[src/rtl/sdram_pkg.sv]
// Shared encodings, field widths and sequencer state for the SDRAM command path.
// Linear word address layout: bank in the top bits, then row, then column.
package sdram_pkg;

    localparam int BANK_W = 2;
    localparam int ROW_W  = 13;
    localparam int COL_W  = 9;
    localparam int DATA_W = 16;
    localparam int ADDR_W = 24;

    localparam logic [1:0] CMD_IDLE  = 2'd0;
    localparam logic [1:0] CMD_READ  = 2'd1;
    localparam logic [1:0] CMD_WRITE = 2'd2;

    typedef enum logic [1:0] {
        IDLE  = 2'd0,
        ISSUE = 2'd1,
        WAIT  = 2'd2
    } seq_state_t;

    typedef struct packed {
        logic [BANK_W-1:0] bank;
        logic [ROW_W-1:0]  row;
        logic [COL_W-1:0]  col;
    } sdram_addr_t;

    function automatic sdram_addr_t split_addr(input logic [ADDR_W-1:0] p);
        sdram_addr_t a;
        a.bank = p[23:22];
        a.row  = p[21:9];
        a.col  = p[8:0];
        return a;
    endfunction

endpackage

[src/rtl/sdram_seq_fifo.sv]
// First-word-fall-through write buffer: head always shows the oldest word.
// DEPTH must be a power of two so the indices wrap on their own.
module sdram_seq_fifo
    import sdram_pkg::*;
#(
    parameter int DEPTH = 16,
    localparam int AW = $clog2(DEPTH),
    localparam int LW = AW + 1
) (
    input  logic              clk,
    input  logic              reset_n,
    input  logic              push,
    input  logic [DATA_W-1:0] push_data,
    input  logic              pop,
    output logic [DATA_W-1:0] head,
    output logic [LW-1:0]     level,
    output logic              full,
    output logic              empty
);

    logic [DATA_W-1:0] mem [DEPTH];
    logic [AW-1:0]     wr_idx_reg;
    logic [AW-1:0]     rd_idx_reg;
    logic [LW-1:0]     level_reg;

    always_ff @(posedge clk) begin
        if (push) begin
            mem[wr_idx_reg] <= push_data;
        end
    end

    always_ff @(posedge clk or negedge reset_n) begin
        if (!reset_n) begin
            wr_idx_reg <= '0;
            rd_idx_reg <= '0;
            level_reg  <= '0;
        end else begin
            if (push) begin
                wr_idx_reg <= wr_idx_reg + AW'(1);
            end
            if (pop) begin
                rd_idx_reg <= rd_idx_reg + AW'(1);
            end
            case ({push, pop})
                2'b10:   level_reg <= level_reg + LW'(1);
                2'b01:   level_reg <= level_reg - LW'(1);
                default: level_reg <= level_reg;
            endcase
        end
    end

    assign head  = mem[rd_idx_reg];
    assign level = level_reg;
    assign full  = (level_reg == LW'(DEPTH));
    assign empty = (level_reg == '0);

endmodule

[src/rtl/sdram_sequencer.sv]
// Buffers log words and issues one-word read/write commands to sdram_interface.
// `SDRAM_SEQ_WRAP_EN turns the write pointer into a ring instead of stopping at the top.
module sdram_sequencer
    import sdram_pkg::*;
#(
    parameter int FIFO_DEPTH      = 16,
    parameter int CMD_TIMEOUT_CYC = 64,
    // Power-on write address; nonzero only for bring-up of the end-of-memory path.
    parameter logic [ADDR_W-1:0] WR_PTR_INIT = '0
) (
    input  logic              CLK_48MHZ,
    input  logic              RESET,
    input  logic [DATA_W-1:0] WR_DATA,
    input  logic              WR_VALID,
    output logic              WR_READY,
    input  logic              RD_REQ,
    input  logic [ADDR_W-1:0] RD_ADDR,
    output logic              RD_BUSY,
    output logic [DATA_W-1:0] RD_DATA,
    output logic              RD_DONE,
    output logic [1:0]        CMD_OUT,
    output logic [BANK_W-1:0] A_BANK,
    output logic [ROW_W-1:0]  A_ROW,
    output logic [COL_W-1:0]  A_COL,
    output logic [DATA_W-1:0] D_OUT,
    input  logic              SDRAM_STATUS,
    input  logic [DATA_W-1:0] SDRAM_DATA,
    output logic [ADDR_W-1:0] WR_PTR,
    output logic [6:0]        FIFO_LEVEL,
    output logic              MEM_FULL,
    output logic              CMD_ERR
);

    localparam int LVL_W = $clog2(FIFO_DEPTH) + 1;
    localparam int TO_W  = $clog2(CMD_TIMEOUT_CYC + 1);

    seq_state_t        state_reg, state_next;
    logic              op_write_reg;
    logic [TO_W-1:0]   to_cnt_reg;
    logic [1:0]        cmd_reg;
    sdram_addr_t       addr_reg;
    logic [DATA_W-1:0] dout_reg;
    logic [ADDR_W-1:0] wr_ptr_reg;
    logic [ADDR_W-1:0] rd_addr_reg;
    logic              rd_busy_reg;
    logic [DATA_W-1:0] rd_data_reg;
    logic              rd_done_reg;
    logic              cmd_err_reg;
    logic              mem_full;

    logic              fifo_push, fifo_pop, fifo_full, fifo_empty;
    logic [DATA_W-1:0] fifo_head;
    logic [LVL_W-1:0]  fifo_level;

    logic sel_write, sel_read, timeout;
    logic issue_write, issue_read, ack, expire, done;

    sdram_seq_fifo #(.DEPTH(FIFO_DEPTH)) u_fifo (
        .clk       (CLK_48MHZ),
        .reset_n   (RESET),
        .push      (fifo_push),
        .push_data (WR_DATA),
        .pop       (fifo_pop),
        .head      (fifo_head),
        .level     (fifo_level),
        .full      (fifo_full),
        .empty     (fifo_empty)
    );

    assign WR_READY  = RESET & ~fifo_full & ~mem_full;
    assign fifo_push = WR_VALID & WR_READY;
    assign fifo_pop  = ack & op_write_reg;

    // In IDLE no read is in flight, so a busy flag means a read is waiting.
    assign sel_write = ~fifo_empty & ~mem_full &
                       (~rd_busy_reg | (fifo_level >= LVL_W'(FIFO_DEPTH / 2)));
    assign sel_read  = rd_busy_reg & ~sel_write;
    assign timeout   = (to_cnt_reg == TO_W'(CMD_TIMEOUT_CYC - 1));

    always_ff @(posedge CLK_48MHZ or negedge RESET) begin
        if (!RESET) begin
            state_reg <= IDLE;
        end else begin
            state_reg <= state_next;
        end
    end

    always_comb begin
        state_next = state_reg;
        case (state_reg)
            IDLE:    if (!SDRAM_STATUS && (sel_write || sel_read)) state_next = ISSUE;
            ISSUE:   if (SDRAM_STATUS) state_next = WAIT;
                     else if (timeout) state_next = IDLE;
            WAIT:    if (!SDRAM_STATUS) state_next = IDLE;
            default: state_next = IDLE;
        endcase
    end

    always_comb begin
        issue_write = 1'b0;
        issue_read  = 1'b0;
        ack         = 1'b0;
        expire      = 1'b0;
        done        = 1'b0;
        case (state_reg)
            IDLE: begin
                issue_write = ~SDRAM_STATUS & sel_write;
                issue_read  = ~SDRAM_STATUS & sel_read;
            end
            ISSUE: begin
                ack    = SDRAM_STATUS;
                expire = ~SDRAM_STATUS & timeout;
            end
            WAIT:    done = ~SDRAM_STATUS;
            default: ;
        endcase
    end

    always_ff @(posedge CLK_48MHZ or negedge RESET) begin
        if (!RESET) begin
            op_write_reg <= 1'b0;
            to_cnt_reg   <= '0;
            cmd_reg      <= CMD_IDLE;
            addr_reg     <= '0;
            dout_reg     <= '0;
            rd_addr_reg  <= '0;
            rd_busy_reg  <= 1'b0;
            rd_data_reg  <= '0;
            rd_done_reg  <= 1'b0;
            cmd_err_reg  <= 1'b0;
        end else begin
            rd_done_reg <= 1'b0;
            if (issue_write) begin
                cmd_reg      <= CMD_WRITE;
                addr_reg     <= split_addr(wr_ptr_reg);
                dout_reg     <= fifo_head;
                op_write_reg <= 1'b1;
                to_cnt_reg   <= '0;
            end else if (issue_read) begin
                cmd_reg      <= CMD_READ;
                addr_reg     <= split_addr(rd_addr_reg);
                op_write_reg <= 1'b0;
                to_cnt_reg   <= '0;
            end else if (ack || expire) begin
                cmd_reg <= CMD_IDLE;
            end else if (state_reg == ISSUE) begin
                to_cnt_reg <= to_cnt_reg + TO_W'(1);
            end
            if (expire) begin
                cmd_err_reg <= 1'b1;
            end
            if (!rd_busy_reg && RD_REQ) begin
                rd_addr_reg <= RD_ADDR;
                rd_busy_reg <= 1'b1;
            end
            if (done && !op_write_reg) begin
                rd_data_reg <= SDRAM_DATA;
                rd_done_reg <= 1'b1;
                rd_busy_reg <= 1'b0;
            end
        end
    end

`ifdef SDRAM_SEQ_WRAP_EN
    assign mem_full = 1'b0;

    always_ff @(posedge CLK_48MHZ or negedge RESET) begin
        if (!RESET) begin
            wr_ptr_reg <= WR_PTR_INIT;
        end else if (done && op_write_reg) begin
            wr_ptr_reg <= wr_ptr_reg + ADDR_W'(1);
        end
    end
`else
    logic mem_full_reg;

    // The last address is written once; the pointer then parks and logging stops.
    always_ff @(posedge CLK_48MHZ or negedge RESET) begin
        if (!RESET) begin
            wr_ptr_reg   <= WR_PTR_INIT;
            mem_full_reg <= 1'b0;
        end else if (done && op_write_reg) begin
            if (&wr_ptr_reg) begin
                mem_full_reg <= 1'b1;
            end else begin
                wr_ptr_reg <= wr_ptr_reg + ADDR_W'(1);
            end
        end
    end

    assign mem_full = mem_full_reg;
`endif

    assign CMD_OUT    = cmd_reg;
    assign A_BANK     = addr_reg.bank;
    assign A_ROW      = addr_reg.row;
    assign A_COL      = addr_reg.col;
    assign D_OUT      = dout_reg;
    assign RD_BUSY    = rd_busy_reg;
    assign RD_DATA    = rd_data_reg;
    assign RD_DONE    = rd_done_reg;
    assign WR_PTR     = wr_ptr_reg;
    assign FIFO_LEVEL = 7'(fifo_level);
    assign MEM_FULL   = mem_full;
    assign CMD_ERR    = cmd_err_reg;

endmodule

[config.mk]
export PLATFORM = sky130hd
export DESIGN_NAME = sdram_sequencer
export DESIGN_NICKNAME = d
export VERILOG_FILES = /design/src/rtl/sdram_pkg.sv /design/src/rtl/sdram_seq_fifo.sv /design/src/rtl/sdram_sequencer.sv
export SDC_FILE = /design/constraint.sdc
export NUM_CORES = 1
export LEC_CHECK = 0
export CORE_AREA = 5 5 181 183
export CTS_CLUSTER_DIAMETER = 80
export DETAILED_ROUTE_END_ITERATION = 6
export DIE_AREA = 0 0 186 188
export PLACE_DENSITY = 0.75
export SYNTH_ARGS = -nofsm -noshare
export SYNTH_HDL_FRONTEND = slang
export SYNTH_HIERARCHICAL = 1
export SYNTH_SLANG_ARGS = --single-unit
export TNS_END_PERCENT = 30
[constraint.sdc]
create_clock -name CLK_48MHZ -period 2.9 [get_ports CLK_48MHZ]
set_clock_uncertainty 0.05 [all_clocks]
set_input_delay 0.435 -clock CLK_48MHZ [delete_from_list [all_inputs] [get_ports CLK_48MHZ]]
set_output_delay 0.435 -clock CLK_48MHZ [all_outputs]
set_load 0.02 [all_outputs]
==> flow_metrics.tcl, run 1 <==
set metrics [dict create \
    ys_types 60 \
    clock_sinks 389 \
    crit_type "reg -> reg" \
    nNetsFinal 1180 \
    startpoint_type "flip-flop" \
    cpPeakStageDelay_ps 560 \
    fp-row-count 65 \
    grt-ovfl-total 0 \
    yosys_warnings 6 \
    first_global_vias 9078 \
    clockBufferDepth 3 \
    synth_ff_type "edfxtp_1" \
    hold_viol_final 0 \
    antenna_found_initial 0 \
    cp_cell_sequence "or2_4 -> nor4b_4 -> nor3b_2 -> and2_1 -> inv_1 -> ha_4 -> xor2_1 -> ha_2 -> or4b_1 -> o32ai_2 -> a211oi_1 -> xnor2_1" \
    report.power.total_mw 18.35 \
    grt_pass1_wl_mm 53.32 \
    async_reset_ff_frac 0.3419 \
    setup-violations-final 0 \
    final_cell_mix "256 x edfxtp_1, 151 x clkdlybuf4s50_1, 128 x dfrtp_1" \
    maxSlewHeadroom 0.1815 \
    finalWirelength_mm 34.55 \
    hp-class "in -> async" \
    io_pins 155 \
    fin_crit_ps 2748 \
    regArea_um2 11020 \
    die_area_um2 34970 \
    synth_top_area_share 0.4968 \
    postRouteAntennaNets 0 \
    drtPass1Iterations 5 \
    clk_latency_ps 530 \
    worst_setup_path_end_kind "flip-flop" \
    yosys.area.top_type "edfxtp_1" \
    syn_inst 896 \
    fmax_mhz 363.9 \
    synth_enable_flop_cells 256 \
    ctsHoldBuffers 0 \
    multi_input_area_um2 4274 \
    synth-seq-area-share 0.7119 \
    cts_made_buffers 40 \
    reg2reg_setup_slack_ps 150 \
    cts_tree "built" \
    worst_hold_slack_ps 129.3 \
    htree_levels 2 \
    timing.rr.start "u_fifo/level[1]" \
    p_seq_frac 0.409 \
    crit_family "simple AND/OR/NAND/NOR gates" \
    wl_per_cell_um 22.40 \
    powerDensity_nw_per_um2 954.8 \
    r2r_end "u_fifo/level[4]" \
    p_clk_frac 0.279 \
    tightest_slew_ps 1226 \
    crit_fanout 4 \
    drive_above_1_share 0.2447 \
    leakagePower_nw 7.131 \
    rr_worst_depth 12 \
    switching_share 0.3021 \
    portBuffers 152 \
    p_sw_mw 5.544 \
    n_antenna_cell 0 \
    die_w_um 186 \
    largest_reg_flops 256 \
    initial_core_util 0.4981 \
    drc_errors 0 \
    outcome "complete, no violations" \
    synthTopCellsByArea "edfxtp_1 50%, dfrtp_1 22%, mux4_2 9.3%, mux2_2 4.1%, a22oi_1 1.6%" \
    grtUsageTotal 0.1983 \
    grt_max_degree 75 \
    clockRootBuffer "clkbuf_16" \
    via_per_inst 5.696 \
    p_comb_frac 0.312 \
    worstPathRequired_ps 3260 \
    syn_area_um2 15470 \
    num_vias 8784 \
    fp.coreArea_um2 31070 \
    dpl.hpwl_mm 22.32 \
    peakVddDrop_v 0.0006664 \
    final_common_cell "edfxtp_1" \
    max_cap_violations 0 \
    cp.arrival_ps 3100 \
    crit_slowest_cell "or4b_1" \
    die_h_um 188 \
    fill_cells 2241 \
    p_int_mw 12.80 \
    place_congestion 0.8183 \
    fin_util 0.6186 \
    syn_avg_cell_area_um2 17.27 \
    clkTransAtPathRegs_ps 60 \
    slew_viol_final 0 \
    fin_crit_sh 0.9476 \
    ys_ff_latch 389 \
    area_growth_pct 24.19 \
    path_buf_inv 1 \
    rsz0062_at_grt "false" \
    drtIter0Drc 677 \
]
==> metal layers <==
metal  part of all wire  track usage  up-vias
li1                   -            -     3886
met5                  0            0        -
met2               0.50       0.3214      294
met3              0.067      0.03763       50
met4              0.019      0.05269        0
met1               0.41       0.2790     4554
==> kinds of logic after synthesis <==
family,count (synthesis),synth area share
flops,389,0.7119
simple gates,185,0.06065
mux,136,0.1447
compound gates,88,0.03800
buf+inv,53,0.01690
xor+xnor,33,0.01868
fa+ha+maj,11,0.008895
other cells,1,0.0002423
==> cell usage after synthesis, types with 4 or more instances <==
| master | count |
|---|---|
| buf_2 | 13 |
| dfrtp_1 | 133 |
| a21oi_1 | 7 |
| nand4_1 | 9 |
| o22ai_1 | 12 |
| nand2_1 | 54 |
| buf_4 | 4 |
| nor2b_1 | 6 |
| nor3_1 | 9 |
| mux4_2 | 64 |
| nand3_1 | 12 |
| nor2_1 | 56 |
| edfxtp_1 | 256 |
| a22oi_1 | 32 |
| buf_6 | 4 |
| clkbuf_1 | 22 |
| inv_1 | 9 |
| mux2_2 | 57 |
| ha_1 | 11 |
| mux2i_1 | 13 |
| xnor2_1 | 18 |
| xor2_1 | 15 |
| o21ai_0 | 18 |
| nand2b_1 | 5 |
==> how the worst max path moves through the flow <==
stage,cells past startpoint,from,slack (ps),endpoint
3_5_place_dp,12,u_fifo/level[1],-60,u_fifo/level[4]
5_1_grt,12,u_fifo/level[1],2,u_fifo/level[4]
6_report,12,u_fifo/level[1],150,u_fifo/level[4]
4_1_cts,12,u_fifo/level[1],20,u_fifo/level[4]
2_1_floorplan,14,u_fifo/level[1],-200,u_fifo/level[4]
3_3_place_gp,12,u_fifo/level[1],60,u_fifo/level[4]
==> power groups by stage <==
| stage | registers (mW) | logic [mW] | clock network (mW) |
|---|---|---|---|
| 2_1_floorplan | 7.92 | 3.11 | 0 |
| 3_3_place_gp | 7.56 | 5.62 | 0 |
| 3_5_place_dp | 7.62 | 5.76 | 0 |
| 4_1_cts | 7.51 | 5.79 | 5.22 |
| 5_1_grt | 7.63 | 6.17 | 5.48 |
| 6_report | 7.51 | 5.72 | 5.13 |
==> worst reg2reg max path, cell delays in order (launching register included) <==
cell and delay (ps):
dfrtp_2 400, or2_4 280, nor4b_4 230, nor3b_2 80, and2_1 170, inv_1 120, ha_4 170, xor2_1 80
ha_2 180, or4b_1 560, o32ai_2 120, a211oi_1 80, xnor2_1 130
==> layout make-up <==
| cell class | count | share of cell area |
|---|---|---|
| Sequential cell | 389 | 0.5737 |
| Multi-Input combinational cell | 455 | 0.2224 |
| Timing Repair Buffer | 213 | 0.1063 |
| Clock buffer | 55 | 0.06029 |
| Tap cell | 402 | 0.02617 |
| Clock inverter | 19 | 0.009376 |
| Inverter | 9 | 0.001758 |
==> repair_timing <==
action	CTS	global route
gates cloned	0	0
endpoints found under the setup margin	1	1
buffers inserted	0	2
resized for setup	1	3
hold endpoints to repair	0	0
==> stage by stage <==
| step | area (µm²) | cells | setup WS, ps | setup TNS, ps |
|---|---|---|---|---|
| final | 19220 | 1542 | 151.8 | 0 |
| after global routing | 19220 | 1542 | 1.927 | 0 |
| after CTS | 19180 | 1540 | 22.66 | 0 |
| after detailed placement | 17830 | 1466 | -62.55 | -62.55 |
| after global placement | 17830 | 1466 | 64.24 | 0 |
| after floorplan | 15520 | 897 | -203.8 | -203.8 |
Note: power is estimated with default switching activity, not from simulation.
==> run 2: changes to the inputs <==
--- a/config.mk
+++ b/config.mk
@@ -7,9 +7,12 @@
 export LEC_CHECK = 0
 export CORE_AREA = 5 5 181 183
 export CTS_CLUSTER_DIAMETER = 80
+export CTS_CLUSTER_SIZE = 12
 export DETAILED_ROUTE_END_ITERATION = 6
 export DIE_AREA = 0 0 186 188
 export PLACE_DENSITY = 0.75
+export RECOVER_POWER = 100
+export SLEW_MARGIN = 30
 export SYNTH_ARGS = -nofsm -noshare
 export SYNTH_HDL_FRONTEND = slang
 export SYNTH_HIERARCHICAL = 1
==> flow_metrics.tcl, run 2 (same netlist as run 1, synthesis figures left out) <==
set metrics [dict create \
    outcome "complete, no violations" \
    final_cells 1534 \
    dp_cells 1466 \
    cts_tree "built" \
    initial_core_util 0.4981 \
    hold_viol_final 0 \
    final_common_cell "edfxtp_1" \
    crit_fanout 6 \
    cp.arrival_ps 3090 \
    via_per_inst 5.684 \
    clkTransAtPathRegs_ps 60 \
    drtIter0Drc 549 \
    die_w_um 186 \
    postRouteAntennaNets 0 \
    worst_setup_path_end_kind "flip-flop" \
    fp-row-count 65 \
    grt_pass1_wl_mm 53.52 \
    setup_tns_ps 0 \
    die_h_um 188 \
    fin_crit_ps 2743 \
    place_congestion 0.8183 \
    grt_max_degree 75 \
    fp.coreArea_um2 31070 \
    max_cap_violations 0 \
    cts_made_buffers 38 \
    hp-class "in -> async" \
    timing.rr.start "u_fifo/level[1]" \
    antenna_found_initial 1 \
    powerDensity_nw_per_um2 925.7 \
    fmax_mhz 364.5 \
    layout_setup_ws_ps 156.8 \
    die_area_um2 34970 \
    nNetsFinal 1178 \
    drive_above_1_share 0.2016 \
    io_pins 155 \
    clockBufferDepth 3 \
    dp_slack_ps -44.26 \
    largest_reg_flops 256 \
    first_global_vias 9077 \
    area_growth_pct 21.38 \
    startpoint_type "flip-flop" \
    drtPass1Iterations 4 \
    wl_per_cell_um 22.56 \
    regArea_um2 11020 \
    fin_crit_sh 0.9459 \
    rsz0062_at_grt "false" \
    rr_worst_depth 12 \
    worstPathRequired_ps 3240 \
    clockRootBuffer "clkbuf_16" \
    grt-ovfl-total 0 \
    tightest_slew_ps 1474 \
    finalWirelength_mm 34.60 \
    portBuffers 152 \
    grtUsageTotal 0.1991 \
    r2r_end "u_fifo/level[4]" \
    drc_errors 0 \
    clock_sinks 389 \
    crit_type "reg -> reg" \
    dpl.hpwl_mm 22.39 \
    multi_input_area_um2 4232 \
    slew_viol_final 0 \
    maxSlewHeadroom 0.01717 \
    peakVddDrop_v 0.0006041 \
    worst_hold_slack_ps 206.5 \
    num_vias 8720 \
    htree_levels 2 \
    fill_cells 2332 \
    clk_latency_ps 520 \
    setup-violations-final 0 \
    report.power.total_mw 17.39 \
    leakagePower_nw 6.991 \
    final_cell_mix "256 x edfxtp_1, 128 x dfrtp_1, 109 x dlygate4sd3_1" \
    reg2reg_setup_slack_ps 160 \
]
## run 2: final cells by class
class                           instances  area share
Antenna cell                            1   0.0001332
Clock buffer                           61     0.05523
Clock inverter                          4    0.002198
Inverter                                9    0.001799
Multi-Input combinational cell        455      0.2253
Sequential cell                       389      0.5870
Tap cell                              402     0.02678
Timing Repair Buffer                  213      0.1016
## run 2: power by group
group	leakage (nW)	switching [mW]	total, mW	internal [mW]
Sequential	3.97	0.644	7.48	6.84
Combinational	2.51	2.83	5.50	2.67
Clock	0.512	1.95	4.40	2.46
Total	6.99	5.42	17.4	12.0
## run 2: routing by layer
metal / global-route usage / part of all wire / wire length [µm]
met5: 0 / 0 / 0
met4: 0.05493 / 0.024 / 816
met3: 0.03259 / 0.063 / 2185
met2: 0.3233 / 0.50 / 17380
met1: 0.2821 / 0.41 / 14220
## run 2: how the worst max path moves through the flow
| stage | start | endpoint | cells after the start |
|---|---|---|---|
| 2_1_floorplan | u_fifo/level[1] | u_fifo/level[4] | 14 |
| 3_3_place_gp | u_fifo/level[1] | u_fifo/level[4] | 12 |
| 3_5_place_dp | u_fifo/level[1] | u_fifo/level[4] | 12 |
| 4_1_cts | u_fifo/level[1] | u_fifo/level[4] | 12 |
| 5_1_grt | u_fifo/level[1] | u_fifo/level[4] | 12 |
| 6_report | u_fifo/level[1] | u_fifo/level[4] | 12 |
## run 2: critical path, cell delays in order, from the launching register on
cell	delay, ps
dfrtp_2	400
or2_4	280
nor4b_4	210
nor3b_1	90
and2_1	160
inv_1	120
ha_4	190
xor2_1	80
ha_2	190
or4b_4	530
o32ai_2	100
a211oi_1	80
xnor2_1	140
## run 2: what timing repair did
| item | CTS | global route |
|---|---|---|
| endpoints found under the setup margin | 1 | 1 |
| buffers inserted | 0 | 2 |
| hold buffers | 0 | 0 |
| gates resized for setup | 1 | 4 |
## run 2: stage by stage
step | cell area [µm²] | util
finish | 18780 | 0.6046
global route | 18780 | 0.6046
CTS | 18930 | 0.6092
detailed placement | 17840 | 0.5744
global placement | 17830 | 0.5741
floorplan | 15520 | -
